==> src/rtl/fpu_sequencer.sv <==
// Sequences one FP command at a time: to an external handshake unit, or to the internal compare path.
// Compare/illegal respond one cycle after accept; unit ops bounded by a TIMEOUT-cycle watchdog; resp held until resp_ready.
module fpu_sequencer #(
  parameter int NUM_UNITS = 5,
  parameter int TIMEOUT   = 1023
) (
  input  logic                   clk,
  input  logic                   reset_n,
  input  logic                   req_valid,
  output logic                   req_ready,
  input  logic [3:0]             req_op,
  input  logic [31:0]            req_a,
  input  logic [31:0]            req_b,
  output logic                   resp_valid,
  input  logic                   resp_ready,
  output logic [31:0]            resp_data,
  output logic                   resp_err,
  output logic [31:0]            unit_a,
  output logic [31:0]            unit_b,
  output logic [NUM_UNITS-1:0]   unit_in_stb,
  input  logic [NUM_UNITS-1:0]   unit_in_ack,
  input  logic [32*NUM_UNITS-1:0] unit_out,
  input  logic [NUM_UNITS-1:0]   unit_out_stb,
  output logic [NUM_UNITS-1:0]   unit_out_ack
);

  typedef enum logic [1:0] {IDLE, SEND, WAIT, RESP} state_t;

  localparam logic [15:0] TMO_LAST = 16'(TIMEOUT - 1);

  state_t      state_q, state_d;
  logic [2:0]  idx_q, idx_d;
  logic [31:0] unit_a_q, unit_a_d;
  logic [31:0] unit_b_q, unit_b_d;
  logic [31:0] resp_data_q, resp_data_d;
  logic        resp_err_q, resp_err_d;
  logic [15:0] cnt_q, cnt_d;

  logic        dec_unit, dec_cmp, dec_illegal;
  logic [2:0]  dec_idx;
  logic        cmp_res, both_zero, any_nan, eq, lt;

  logic [NUM_UNITS-1:0] sel_oh;
  logic        sel_in_ack, sel_out_stb;
  logic [31:0] sel_out_dat;

  always_comb begin
    dec_unit    = 1'b0;
    dec_cmp     = 1'b0;
    dec_illegal = 1'b0;
    dec_idx     = 3'd0;
    case (req_op)
      4'd0, 4'd1: begin dec_unit = 1'b1; dec_idx = 3'd0; end
      4'd2:       begin dec_unit = 1'b1; dec_idx = 3'd1; end
      4'd3:       begin dec_unit = 1'b1; dec_idx = 3'd2; end
      4'd4:       begin dec_unit = 1'b1; dec_idx = 3'd3; end
      4'd5:       begin dec_unit = 1'b1; dec_idx = 3'd4; end
      4'd6, 4'd7, 4'd8: dec_cmp = 1'b1;
      default:    dec_illegal = 1'b1;
    endcase
    // Ops whose unit is not present in this configuration are illegal.
    if (dec_unit && (int'(dec_idx) >= NUM_UNITS)) begin
      dec_unit    = 1'b0;
      dec_illegal = 1'b1;
    end
  end

  // Sign-magnitude ordering; +0 and -0 compare equal, NaN makes every compare false.
  always_comb begin
    both_zero = (req_a[30:0] == 31'd0) && (req_b[30:0] == 31'd0);
    any_nan   = ((req_a[30:23] == 8'hFF) && (req_a[22:0] != 23'd0)) ||
                ((req_b[30:23] == 8'hFF) && (req_b[22:0] != 23'd0));
    eq        = both_zero || (req_a == req_b);
    if (req_a[31] != req_b[31]) begin
      lt = req_a[31] && !both_zero;
    end else if (!req_a[31]) begin
      lt = req_a[30:0] < req_b[30:0];
    end else begin
      lt = req_a[30:0] > req_b[30:0];
    end
    case (req_op)
      4'd6:    cmp_res = eq;
      4'd7:    cmp_res = lt;
      default: cmp_res = lt || eq;
    endcase
    if (any_nan || !dec_cmp) begin
      cmp_res = 1'b0;
    end
  end

  always_comb begin
    sel_oh      = '0;
    sel_in_ack  = 1'b0;
    sel_out_stb = 1'b0;
    sel_out_dat = 32'd0;
    for (int k = 0; k < NUM_UNITS; k++) begin
      if (idx_q == 3'(k)) begin
        sel_oh[k]   = 1'b1;
        sel_in_ack  = unit_in_ack[k];
        sel_out_stb = unit_out_stb[k];
        sel_out_dat = unit_out[32*k +: 32];
      end
    end
  end

  always_comb begin
    state_d     = state_q;
    idx_d       = idx_q;
    unit_a_d    = unit_a_q;
    unit_b_d    = unit_b_q;
    resp_data_d = resp_data_q;
    resp_err_d  = resp_err_q;
    cnt_d       = cnt_q;
    case (state_q)
      IDLE: begin
        if (req_valid && req_ready) begin
          idx_d    = dec_idx;
          unit_a_d = req_a;
          // fsub reuses the adder with b negated.
          unit_b_d = (req_op == 4'd1) ? {~req_b[31], req_b[30:0]} : req_b;
          if (dec_unit) begin
            state_d = SEND;
            cnt_d   = 16'd0;
          end else begin
            state_d     = RESP;
            resp_data_d = {31'd0, cmp_res};
            resp_err_d  = dec_illegal;
          end
        end
      end
      SEND: begin
        if (sel_in_ack) begin
          state_d = WAIT;
          cnt_d   = cnt_q + 16'd1;
        end else if (cnt_q >= TMO_LAST) begin
          state_d     = RESP;
          resp_data_d = 32'd0;
          resp_err_d  = 1'b1;
        end else begin
          cnt_d = cnt_q + 16'd1;
        end
      end
      WAIT: begin
        if (sel_out_stb) begin
          state_d     = RESP;
          resp_data_d = sel_out_dat;
          resp_err_d  = 1'b0;
        end else if (cnt_q >= TMO_LAST) begin
          state_d     = RESP;
          resp_data_d = 32'd0;
          resp_err_d  = 1'b1;
        end else begin
          cnt_d = cnt_q + 16'd1;
        end
      end
      RESP: begin
        if (resp_ready) begin
          state_d = IDLE;
        end
      end
      default: state_d = IDLE;
    endcase
  end

  always_ff @(posedge clk or negedge reset_n) begin
    if (!reset_n) begin
      state_q     <= IDLE;
      idx_q       <= 3'd0;
      unit_a_q    <= 32'd0;
      unit_b_q    <= 32'd0;
      resp_data_q <= 32'd0;
      resp_err_q  <= 1'b0;
      cnt_q       <= 16'd0;
    end else begin
      state_q     <= state_d;
      idx_q       <= idx_d;
      unit_a_q    <= unit_a_d;
      unit_b_q    <= unit_b_d;
      resp_data_q <= resp_data_d;
      resp_err_q  <= resp_err_d;
      cnt_q       <= cnt_d;
    end
  end

  // Gated by reset_n so no command is accepted while reset is held.
  assign req_ready    = (state_q == IDLE) && reset_n;
  assign resp_valid   = (state_q == RESP);
  assign resp_data    = resp_data_q;
  assign resp_err     = resp_err_q;
  assign unit_a       = unit_a_q;
  assign unit_b       = unit_b_q;
  assign unit_in_stb  = (state_q == SEND) ? sel_oh : '0;
  assign unit_out_ack = (state_q == WAIT) ? sel_oh : '0;

endmodule

==> config.mk <==
export PLATFORM = sky130hd
export DESIGN_NAME = fpu_sequencer
export DESIGN_NICKNAME = d
export VERILOG_FILES = /design/src/rtl/fpu_sequencer.sv
export SDC_FILE = /design/constraint.sdc
export NUM_CORES = 1
export LEC_CHECK = 0
export BUFFER_PORTS_ARGS = -buffer_cell sky130_fd_sc_hd__buf_2
export CORE_AREA = 5 5 133 135
export DETAILED_ROUTE_END_ITERATION = 8
export DIE_AREA = 0 0 138 140
export PLACE_DENSITY_LB_ADDON = 0.1
export REMOVE_ABC_BUFFERS = 1
export SETUP_SLACK_MARGIN = 0.02
export SYNTH_ARGS = -nofsm -noshare
export SYNTH_HDL_FRONTEND = slang
export SYNTH_SLANG_ARGS = --single-unit
export TNS_END_PERCENT = 1
==> constraint.sdc <==
create_clock -name clk -period 4.2 [get_ports clk]
set_input_delay 0.21 -clock clk [delete_from_list [all_inputs] [get_ports clk]]
set_output_delay 0.21 -clock clk [all_outputs]
set_load 0.02 [all_outputs]
# Word level (Yosys, flattened, before mapping)
# Index checks and enable logic that the tools add are counted.
[word_totals]
out_inout_bits = 109
reg_bits = 118
[classes]
mux = 58
bitwise_logic = 1
order_cmp = 4
n_eq_ne = 25
n_addsub = 1
reduce_logical = 28
[op_table]
columns = ["operator", "count"]
rows = [
  ["two-way mux 32 bit", 11],
  ["one-hot mux 32 bit (3 select lines)", 1],
  ["two-way mux 16 bit", 5],
  ["zero test 31 bit", 2],
  ["one-hot mux 16 bit (3 select lines)", 1],
  ["nonzero test 23 bit", 2],
  ["equality test 32 bit", 1],
  ["> comparator 31 bit", 1],
  ["less-than comparator 31 bit", 1],
  ["two-way mux 1 bit", 28],
  ["adder 16 x 1 -> 16 bit, second input constant", 1],
  ["equality test 4 x 3 -> 1 bit, second input constant", 4],
  ["equality test 8 bit, second input constant", 2],
  [">= comparator 16 x 10 -> 1 bit, second input constant", 1],
  ["two-way mux 2 bit", 6],
  ["one-hot mux 3 bit (4 select lines)", 1],
  ["two-way mux 5 bit", 2],
  ["!= test 2 bit, second input constant", 5],
  ["OR reduction 9 bit", 1],
  ["equality test 4 x 2 -> 1 bit, second input constant", 2],
  ["one-hot mux 2 bit (4 select lines)", 1],
  ["AND reduction 4 bit", 2],
  ["logical AND 1 bit", 7],
  ["equality test 3 x 2 -> 1 bit, second input constant", 2],
  ["21 further kinds", 27],
]

# Depth between registers and ports, before layout
# Gate-level depths: netlist of run 1.
[logic_depth]
depth_word = 11
ltp_mapped = 9

# Worst setup path before layout of run 1
# OpenSTA, ideal clock, no wires.
[synth_timing]
kind = "flip-flop to flip-flop"
startpoint = "register state_q[0]"
endpoint = "register cnt_q[13]"
arrival_time_ps = 2612
slack_ps = 1492
stages_incl_launch_ff = 10
required_time_ps = 4104
setup_time_ps = 96
path_buffers = 2
path_cell_list = "dfrtp_1 inv_1 ha_1 nor4bb_1 a222oi_1 nor3b_4 and2_1 clkbuf_1 buf_2 a311oi_2"
[synth_between]
elab_chain_len = 5
[synth_rtl]
columns = ["element", "line_no", "rtl"]
rows = [
  ["from (decl)", "31", "state_t state_q, state_d;"],
  ["from (signal assigned)", "175", "state_q <= state_d;"],
  ["zero test 2 bit", "114, 186", ""],
  ["logical AND 1 bit", "186", "assign req_ready = (state_q == IDLE) && reset_n;"],
  ["logical AND 1 bit", "116", "if (req_valid && req_ready) begin"],
  ["!= test 2 bit (no source line)", "n/a", ""],
  ["AND reduction 4 bit (no source line)", "n/a", ""],
  ["to (signal assigned)", "181", "cnt_q <= cnt_d;"],
  ["to (decl)", "37", "logic [15:0] cnt_q, cnt_d;"],
]
# Parallel ways exist; a longest one is shown, timed or not.
# A chain may end at the register's enable or synchronous reset.

# Final worst setup path of run 1
[layout_timing]
startpoint = "register idx_q[0]"
endpoint = "register resp_data_q[0] (netlist: resp_data[0])"
[layout_between]
elab_chain_len = 8
[layout_rtl]
columns = ["element", "line_no", "rtl"]
rows = [
  ["from (decl)", "32", "logic [2:0] idx_q, idx_d;"],
  ["from (signal assigned)", "176", "idx_q <= idx_d;"],
  ["zero test 3 bit", "97", "if (idx_q == 3'(k)) begin"],
  ["two-way mux 32 bit or two-way mux 1 bit (tied branches) (5 in a row)", "97", ""],
  ["two-way mux 32 bit or != test 2 bit (tied branches)", "n/a", ""],
  ["one-hot mux 32 bit (3 select lines) or AND reduction 4 bit (tied branches)", "n/a", ""],
  ["to (signal assigned)", "179", "resp_data_q <= resp_data_d;"],
  ["to (decl)", "35", "logic [31:0] resp_data_q, resp_data_d;"],
]
# Parallel ways exist; a longest one is shown, timed or not.

==> results.cfg, run 1 <==
[floorplan]
row_count = 47
dieArea_mm2 = 0.0193
core_area_mm2 = 0.0163
initial_core_util_pct = 43.3
dieWidth_um = 138
die_y_um = 140
ios = 351

[worst_setup_path]
crit_required_ns = 4.49
crit_family = compound AO/OA/AOI/OAI gates
critPathBufInv = 2
slowest_stage = a2111oi_2
start_kind = flip-flop
path_class = flip-flop to flip-flop
cp.arrival_ns = 3.21
crit_path_max_incr_delay_ns = 0.64
setup.worst_path.end_class = flip-flop
crit_chain = buf_4 -> nand2b_1 -> a211oi_1 -> a2111oi_2 -> o21ai_2 -> buf_4 -> a211oi_1 -> o31ai_1
crit_fanout = 37

[global_route]
grt_usage_pct = 25.8
grt_max_degree = 104
grt-ovfl-total = 0
grt_pass1_wl_um = 39600
grt_pass1_vias = 6964
antenna_found_initial = 6

[clocking]
numCtsBuffers = 17
clk_pin_slew_ns = 0.06
cts_htree_levels = 4
cts_tree = yes
cts_setup_buffers = 0
worstSkewPairLatency_ns = 0.42
root_buffer = clkbuf_16
cts_buffer_depth = 2
clock_sinks = 118

[synthesis]
yosys-top-cells-area = dfrtp_1 42%, mux4_2 10%, ha_1 6.7%
synthArstFlopShare_pct = 100
synth-seq-area-share_pct = 41.7
yosys_warnings = 0
ys.flop_type = dfrtp_1
synth-edff-count = 0
synth_area_mm2 = 0.00708
synth_top_area_cell = dfrtp_1
synthCells = 701
syn_area_per_cell_um2 = 10.1
synth_seq_cells = 118
synth_cell_types = 56
synth_top_area_share_pct = 41.7

[detailed_routing]
via_count = 6905
routedWlPerCell_um = 19.9
drtIter0Drc = 451
routed_via_density = 5.40
ant_nets = 0
first_pass_iters = 5
drc = 0
wirelength_um = 25400

[final_layout]
finalCoreUtilization_pct = 59.0
layout.nets = 1321
synthToLayoutAreaGrowth_pct = 36.3
final_cell_area_mm2 = 0.00965
fillCellCount = 1513
drive_gt1_share_pct = 44.6

[run_status]
status = complete, no violations

[sta]
slew_headroom_pct = 31.9
hold_viol = 0
slew_viol_final = 0
tns_ns = 0
fin_skew_ns = 0.00828
max_freq_mhz = 342
period_share_pct = 69.6
tightest_slew_ns = 1.02
layout_min_cycle_time_ns = 2.93
rsz0062_at_grt = false
setup_viol = 0

[pwr]
power.density_mw_per_mm2 = 647
leakagePower_nw = 4.83
max-vdd-ir-drop_mv = 0.532

[job]
maxCapViolations = 0

[place]
detailed_place_hpwl_um = 20300
io_buffers = 350
place.gp.congestion = 0.951
dpl_cell_area_mm2 = 0.00904

[hold_path]
min_path_type = input pin to flip-flop
cell usage after synthesis (all sizes together), types with 2 or more instances:
| cell | count |
|---|---|
| a211oi | 6 |
| a21boi | 2 |
| a21oi | 32 |
| a221oi | 2 |
| a22oi | 32 |
| a311oi | 8 |
| a31oi | 3 |
| a41oi | 2 |
| and2 | 7 |
| and3 | 7 |
| and3b | 2 |
| buf | 14 |
| clkbuf | 25 |
| dfrtp | 118 |
| ha | 38 |
| inv | 40 |
| mux2 | 35 |
| mux4 | 32 |
| nand2 | 81 |
| nand3 | 12 |
| nand3b | 5 |
| nand4 | 18 |
| nor2 | 30 |
| nor2b | 5 |
| nor3 | 9 |
| nor3b | 2 |
| nor4 | 18 |
| o21ai | 84 |
| o31ai | 3 |
| or3 | 7 |
| or3b | 2 |
| xnor2 | 3 |
through the flow:
stage	hold slack [ns]	total power [mW]	setup WS (ns)	std cells
5_1_grt	0.0536	6.64	1.01	1278
4_1_cts	0.0411	6.29	1.23	1274
3_3_place_gp	0.285	4.78	1.32	1241
2_1_floorplan	-0.0856	3.73	0.129	662
3_5_place_dp	0.276	4.82	1.25	1241
6_report	0.0644	6.24	1.27	1278
area by class of cell:
class                           count  area [µm²]  area share, %
Inverter                           41         154           1.59
Tap cell                          220         275           2.85
Multi-Input combinational cell    503        3840           39.7
Clock buffer                       18         429           4.45
Sequential cell                   118        2960           30.6
Antenna cell                        4        10.0          0.104
Clock inverter                     14         160           1.66
Timing Repair Buffer              360        1830           19.0
cell families (layout without fill, tap and decap cells):
logic type      after synthesis  count (layout)  synth area share (%)
simple gates                209             209                  14.7
compound gates              186             186                  16.3
flops                       118             118                  41.7
buf+inv                      80             433                  4.43
mux                          67              67                  15.7
fa+ha+maj                    38              38                  6.71
xor+xnor                      3               3                 0.371
other cells                   0               4                     0
per-layer routing:
layer	wire [µm]	vias up	track usage [%]
met5	27	-	0
met4	353	4	6.92
met3	1710	24	6.88
met2	12700	231	43.8
met1	10600	3343	32.8
li1	-	3303	-
flip-flops by register name (all words and copies together) (netlist names):
register / flops
resp_data: 32
unit_a: 32
unit_b: 32
cnt_q: 16
idx_q: 3
state_q: 2
resp_err: 1
worst reg2reg max path, stage by stage (launching register included):
cell and delay (ns):
dfrtp_2 0.50, buf_4 0.58, nand2b_1 0.25, a211oi_1 0.09, a2111oi_2 0.64, o21ai_2 0.10, buf_4 0.26, a211oi_1 0.27
o31ai_1 0.10
cells in the final DEF (no fill, tap or decap), types with 7 or more instances in the layout:
master     synthesis  layout
dfrtp_1          118     116
nor2_1            30      30
nand2_1           81      81
inv_1             40      40
nand3_1           12      11
mux2_2            35      35
or3_1              7       7
clkbuf_16          0      17
buf_2              5     349
a22oi_1           32      32
a311oi_1           7       7
a21oi_1           32      32
ha_1              38      38
nand4_1           18      18
o21ai_0           83      83
nor4_1            18      18
buf_4              0      10
and3_1             7       7
nor3_1             9       8
mux4_2            32      32
final timing paths:
| path | start | end | slack (ns) | depth (start not counted) |
|---|---|---|---|---|
| worst min register to register | unit_b[31] | unit_b[31] | 0.47 | 2 |
| worst max-delay path | idx_q[0] | resp_data[0] | 1.27 | 8 |
| max in group asynchronous | reset_n | unit_b[7] | 2.78 | 3 |
| worst max register to register | idx_q[0] | resp_data[0] | 1.27 | 8 |
| worst min-delay path | req_a[13] | unit_a[13] | 0.06 | 2 |
| min in group asynchronous | reset_n | unit_b[0] | 0.38 | 2 |
timing repair:
action,in CTS,in global routing
gates resized for setup,0,0
hold buffers,1,0
hold endpoints to repair,41,0
where the power goes:
group / switching (mW) / internal [mW] / leakage, nW
Clock: 0.530 / 0.924 / 0.274
Combinational: 1.81 / 1.14 / 3.04
Sequential: 0.268 / 1.57 / 1.52
Total: 2.61 / 3.64 / 4.83
(Power assumes the default switching activity.)
==> inputs of run 2 (changes only) <==
--- a/config.mk
+++ b/config.mk
@@ -6,9 +6,10 @@
 export NUM_CORES = 1
 export LEC_CHECK = 0
 export BUFFER_PORTS_ARGS = -buffer_cell sky130_fd_sc_hd__buf_2
-export CORE_AREA = 5 5 133 135
+export CORE_ASPECT_RATIO = 0.75
+export CORE_MARGIN = 5
+export CORE_UTILIZATION = 47
 export DETAILED_ROUTE_END_ITERATION = 8
-export DIE_AREA = 0 0 138 140
 export PLACE_DENSITY_LB_ADDON = 0.1
 export REMOVE_ABC_BUFFERS = 1
 export SETUP_SLACK_MARGIN = 0.02
==> constraint.sdc (replaced) <==
create_clock -name clk -period 2.7 [get_ports clk]
set_input_delay 0.135 -clock clk [delete_from_list [all_inputs] [get_ports clk]]
set_output_delay 0.135 -clock clk [all_outputs]
set_load 0.02 [all_outputs]
==> results.cfg, run 2 (synthesis gave the netlist of run 1 again) <==
[run_status]
status = complete, no violations

[global_route]
met3_usage_pct = 7.25
grt_max_degree = 82
antenna_found_initial = 5
grt-ovfl-total = 0
globalRouteMet1Util_pct = 40.7
grt_pass1_wl_um = 38000
grt_usage_pct = 28.0
grt_pass1_vias = 6864
use_met2_pct = 42.2
busiest_layer = met2

[sta]
hold_viol = 0
setup_viol = 0
rsz0062_at_grt = true
setup_slack_ns = 0.136
fin_skew_ns = 0.0108
period_share_pct = 95.0
slew_viol_final = 0
tightest_slew_ns = 0.951
slew_headroom_pct = 36.6
max_freq_mhz = 390
layout_min_cycle_time_ns = 2.56

[pwr]
design_power_total_mw = 9.88
power.density_mw_per_mm2 = 1010
max-vdd-ir-drop_mv = 0.706
leakagePower_nw = 4.94

[clocking]
cts_buffer_depth = 2
root_buffer = clkbuf_16
worstSkewPairLatency_ns = 0.41
clk_pin_slew_ns = 0.06
cts_tree = yes
cts_htree_levels = 4
numCtsBuffers = 17
clock_sinks = 118

[worst_setup_path]
crit_required_ns = 3.03
setup.worst_path.end_class = flip-flop
crit_fanout = 8
timing.rr.start = state_q[0]
start_kind = flip-flop
crit_path_max_incr_delay_ns = 0.50
critPathBufInv = 1
path_class = flip-flop to flip-flop
ff2ff_path_depth = 8
slowest_stage = a222oi_1
crit_chain = inv_1 -> ha_2 -> nor4bb_1 -> a222oi_1 -> nor3b_4 -> a21bo_4 -> or3_1 -> a21oi_1
reg2reg_slack_ns = 0.14
crit_family = compound AO/OA/AOI/OAI gates
cp.arrival_ns = 2.89
r2r_end = cnt_q[12]

[floorplan]
row_count = 38
core_area_mm2 = 0.0146
initial_core_util_pct = 48.4
die_y_um = 116
dieArea_mm2 = 0.0176
ios = 351
dieWidth_um = 152

[place]
detailed_place_hpwl_um = 20400
io_buffers = 350
place.gp.congestion = 0.922
post-place-ws_ns = 0.0287

[job]
maxCapViolations = 0

[detailed_routing]
routed_via_density = 5.63
drc = 0
drtIter0Drc = 508
ant_nets = 0
via_count = 7207
wirelength_um = 25900
first_pass_iters = 5
routedWlPerCell_um = 20.2

[final_layout]
synthToLayoutAreaGrowth_pct = 38.4
layout_commonest_cell = buf_2
mostFrequentLayoutCells = 349 x buf_2, 116 x dfrtp_1, 83 x o21ai_0, 81 x nand2_1, 40 x inv_1
drive_gt1_share_pct = 45.3
layout.nets = 1341
fillCellCount = 1268
finalCoreUtilization_pct = 66.9

[hold_path]
min_path_type = input pin to flip-flop
min_path_cells = 2
hp-start = req_a[21]
whs_endpoint = unit_a[21]
## run 2: changes by cell type in the layout (fill, tap and decap cells not counted), moves of 2 or more
cell,delta
clkinv_4,+2
clkinvlp_4,-2
dlygate4sd3_1,+4
buf_4,+15
## run 2: final cells by class
class / count / area, µm² / share of cell area [%]
Clock inverter: 13 / 133 / 1.35
Sequential cell: 118 / 2960 / 30.2
Clock buffer: 19 / 443 / 4.52
Timing Repair Buffer: 380 / 2000 / 20.5
Multi-Input combinational cell: 503 / 3850 / 39.3
Tap cell: 200 / 250 / 2.55
Antenna cell: 5 / 12.5 / 0.128
Inverter: 41 / 154 / 1.57
## run 2: report_power, final
group | internal [mW] | total (mW) | switching [mW]
Clock | 1.38 | 2.22 | 0.840
Sequential | 2.45 | 2.83 | 0.383
Combinational | 1.92 | 4.83 | 2.91
## run 2: metrics by stage
stage	instances	hold WS, ns	area (µm²)	TNS, ns
final	1279	0.0125	9800	0
after global routing	1277	0.00386	9790	0
after CTS	1269	0.00120	9740	0
after detailed placement	1232	-0.0217	9110	0
after global placement	1232	-0.0219	9110	0
after floorplan	662	-0.161	6920	-103.27
## run 2: repair_timing
item                                   in CTS  in global routing
gates resized for setup                     0                  2
buffers inserted                            0                  5
hold buffers                                5                  0
endpoints found under the hold margin      51                  0
setup endpoints to repair                   0                 14
## run 2: worst reg2reg max path, delay by kind of cell (launching register included)
family	cells	cell delay, ns
buf+inv	1	0.10
flops	1	0.39
simple gates	3	0.82
fa+ha+maj	1	0.24
compound gates	3	0.93
## run 2: worst max path at each step
stage,slack [ns],endpoint,start,cells after the start
finish,0.14,cnt_q[12],state_q[0],8
global route,0.004,cnt_q[2],state_q[0],9
CTS,0.02,cnt_q[12],state_q[0],8
detailed placement,0.03,cnt_q[5],state_q[0],9
global placement,0.16,cnt_q[12],state_q[0],8
floorplan,-1.37,resp_data[0],idx_q[0],7
## run 2: metal layers
metal  share of wire (%)  wire [µm]  up-vias
li1                    -          -     3356
met2                  46      11900      291
met1                  43      11200     3521
met3                 8.9       2300       35
met4                 1.4        370        4
met5                0.13         34        -
==> inputs of run 3 (changes only) <==
--- a/config.mk
+++ b/config.mk
@@ -6,12 +6,10 @@
 export NUM_CORES = 1
 export LEC_CHECK = 0
 export BUFFER_PORTS_ARGS = -buffer_cell sky130_fd_sc_hd__buf_2
-export CORE_ASPECT_RATIO = 0.75
-export CORE_MARGIN = 5
-export CORE_UTILIZATION = 47
+export CORE_AREA = 5 5 133 135
 export DETAILED_ROUTE_END_ITERATION = 8
+export DIE_AREA = 0 0 138 140
 export PLACE_DENSITY_LB_ADDON = 0.1
-export REMOVE_ABC_BUFFERS = 1
 export SETUP_SLACK_MARGIN = 0.02
 export SYNTH_ARGS = -nofsm -noshare
 export SYNTH_HDL_FRONTEND = slang
==> results.cfg, run 3 (synthesis gave the netlist of run 1 again) <==
[clocking]
cts_htree_levels = 4
clock_sinks = 118
worstSkewPairLatency_ns = 0.42
cts_buffer_depth = 2
cts_tree = yes
numCtsBuffers = 17
clk_pin_slew_ns = 0.06
root_buffer = clkbuf_16

[pwr]
pwr-share-seq_pct = 28.8
max-vdd-ir-drop_mv = 0.526
p_sw_mw = 4.17
comb_power_share_pct = 49.0
p_int_mw = 5.76
leakagePower_nw = 4.98
p_clk_share_pct = 22.2
design_power_total_mw = 9.93
swShare_pct = 42.0
power.density_mw_per_mm2 = 999

[floorplan]
dieArea_mm2 = 0.0193
row_count = 47
die_y_um = 140
initial_core_util_pct = 43.3
dieWidth_um = 138
core_area_mm2 = 0.0163
ios = 351

[worst_setup_path]
crit_start = state_q[0]
timing.rr.start = state_q[0]
setup.worst_path.end_class = flip-flop
ff2ff_path_depth = 9
crit_required_ns = 3.04
endpoint = cnt_q[12]
start_kind = flip-flop
crit_fanout = 8
cp.arrival_ns = 2.91
r2r_end = cnt_q[12]
path_class = flip-flop to flip-flop
reg2reg_slack_ns = 0.12

[place]
post-place-ws_ns = -0.0726
detailed_place_hpwl_um = 20700
place.gp.congestion = 0.949
io_buffers = 350

[global_route]
busiest_layer = met2
met3_usage_pct = 6.78
grt-ovfl-total = 0
grt_pass1_wl_um = 40600
antenna_found_initial = 1
grt_usage_pct = 26.2
globalRouteMet1Util_pct = 32.7
use_met2_pct = 44.7
grt_max_degree = 58
grt_pass1_vias = 7316

[final_layout]
layout_commonest_cell = buf_2
drive_gt1_share_pct = 44.7
fillCellCount = 1491
mostFrequentLayoutCells = 349 x buf_2, 116 x dfrtp_1, 83 x o21ai_0, 81 x nand2_1, 40 x inv_1
layout.nets = 1351
synthToLayoutAreaGrowth_pct = 40.4

[sta]
rsz0062_at_grt = true
period_share_pct = 95.5
fin_skew_ns = 0.0148
slew_headroom_pct = 54.3
fin_hold_ws_ns = 0.00966
slew_viol_final = 0
tightest_slew_ns = 0.686
max_freq_mhz = 388
hold_viol = 0
layout_min_cycle_time_ns = 2.58
setup_viol = 0
setup_slack_ns = 0.123
tns_ns = 0

[job]
maxCapViolations = 0

[hold_path]
min_path_type = input pin to flip-flop
min_path_cells = 3

[run_status]
status = complete, no violations

[detailed_routing]
wirelength_um = 25300
routedWlPerCell_um = 19.4
routed_via_density = 5.40
ant_nets = 0
drc = 0
drtIter0Drc = 359
via_count = 7043
first_pass_iters = 5

[synthesis]
synth_nets = 981
==> run 3: cell types whose count changed in the layout (fill, tap and decap cells not counted), sizes merged <==
cell	previous run	this run
clkbuf	19	17
buf	375	372
dlygate4sd3	5	18
inv	40	43
diode	5	1
clkinv	8	6
==> run 3: layer usage <==
| layer | wire length [µm] | vias to the layer above |
|---|---|---|
| met5 | 0 | - |
| met4 | 567 | 0 |
| met3 | 1740 | 32 |
| met2 | 12600 | 269 |
| met1 | 10500 | 3377 |
| li1 | - | 3365 |
==> run 3: power groups by stage <==
stage          clock network, mW  logic, mW  registers, mW
6_report                    2.20       4.87           2.86
5_1_grt                     2.34       5.27           2.96
4_1_cts                     2.26       4.90           2.86
3_5_place_dp                   0       4.86           2.87
3_3_place_gp                   0       4.80           2.85
2_1_floorplan                  0       2.30           3.59
==> run 3: per-stage QoR <==
| stage | cells | area, µm² | utilization, % |
|---|---|---|---|
| after floorplan | 701 | 7090 | - |
| after global placement | 1253 | 9160 | 56.1 |
| after detailed placement | 1253 | 9160 | 56.1 |
| after CTS | 1302 | 9930 | 60.7 |
| after global routing | 1304 | 9940 | 60.8 |
| final | 1304 | 9940 | 60.8 |
==> run 3: layout make-up <==
cell class	instances	area [µm²]	area share (%)
Multi-Input combinational cell	503	3850	38.7
Sequential cell	118	2960	29.7
Timing Repair Buffer	390	2130	21.4
Clock buffer	17	425	4.28
Tap cell	220	275	2.77
Inverter	41	154	1.55
Clock inverter	14	153	1.54
Antenna cell	1	2.50	0.0252
==> run 3: worst max-delay path: stages, from the launching register on <==
cell,delay [ns]
dfrtp_1,0.40
inv_1,0.10
ha_1,0.25
nor4bb_2,0.20
a222oi_1,0.34
buf_4,0.18
nor3b_4,0.25
a21bo_4,0.29
or3_1,0.34
a21oi_1,0.15
==> run 3: worst min-delay path by stage <==
stage,start,end
CTS,req_a[18],unit_a[18]
finish,req_b[18],unit_b[18]
global placement,reset_n,cnt_q[12]
floorplan,reset_n,cnt_q[0]
global route,req_a[18],unit_a[18]
detailed placement,reset_n,cnt_q[12]
==> run 3: what timing repair did <==
action | CTS | global route
endpoints found under the hold margin | 83 | 0
pin swaps | 0 | 1
hold buffers | 18 | 0
endpoints found under the setup margin | 1 | 17
gates resized for setup | 1 | 1
setup buffers | 0 | 1
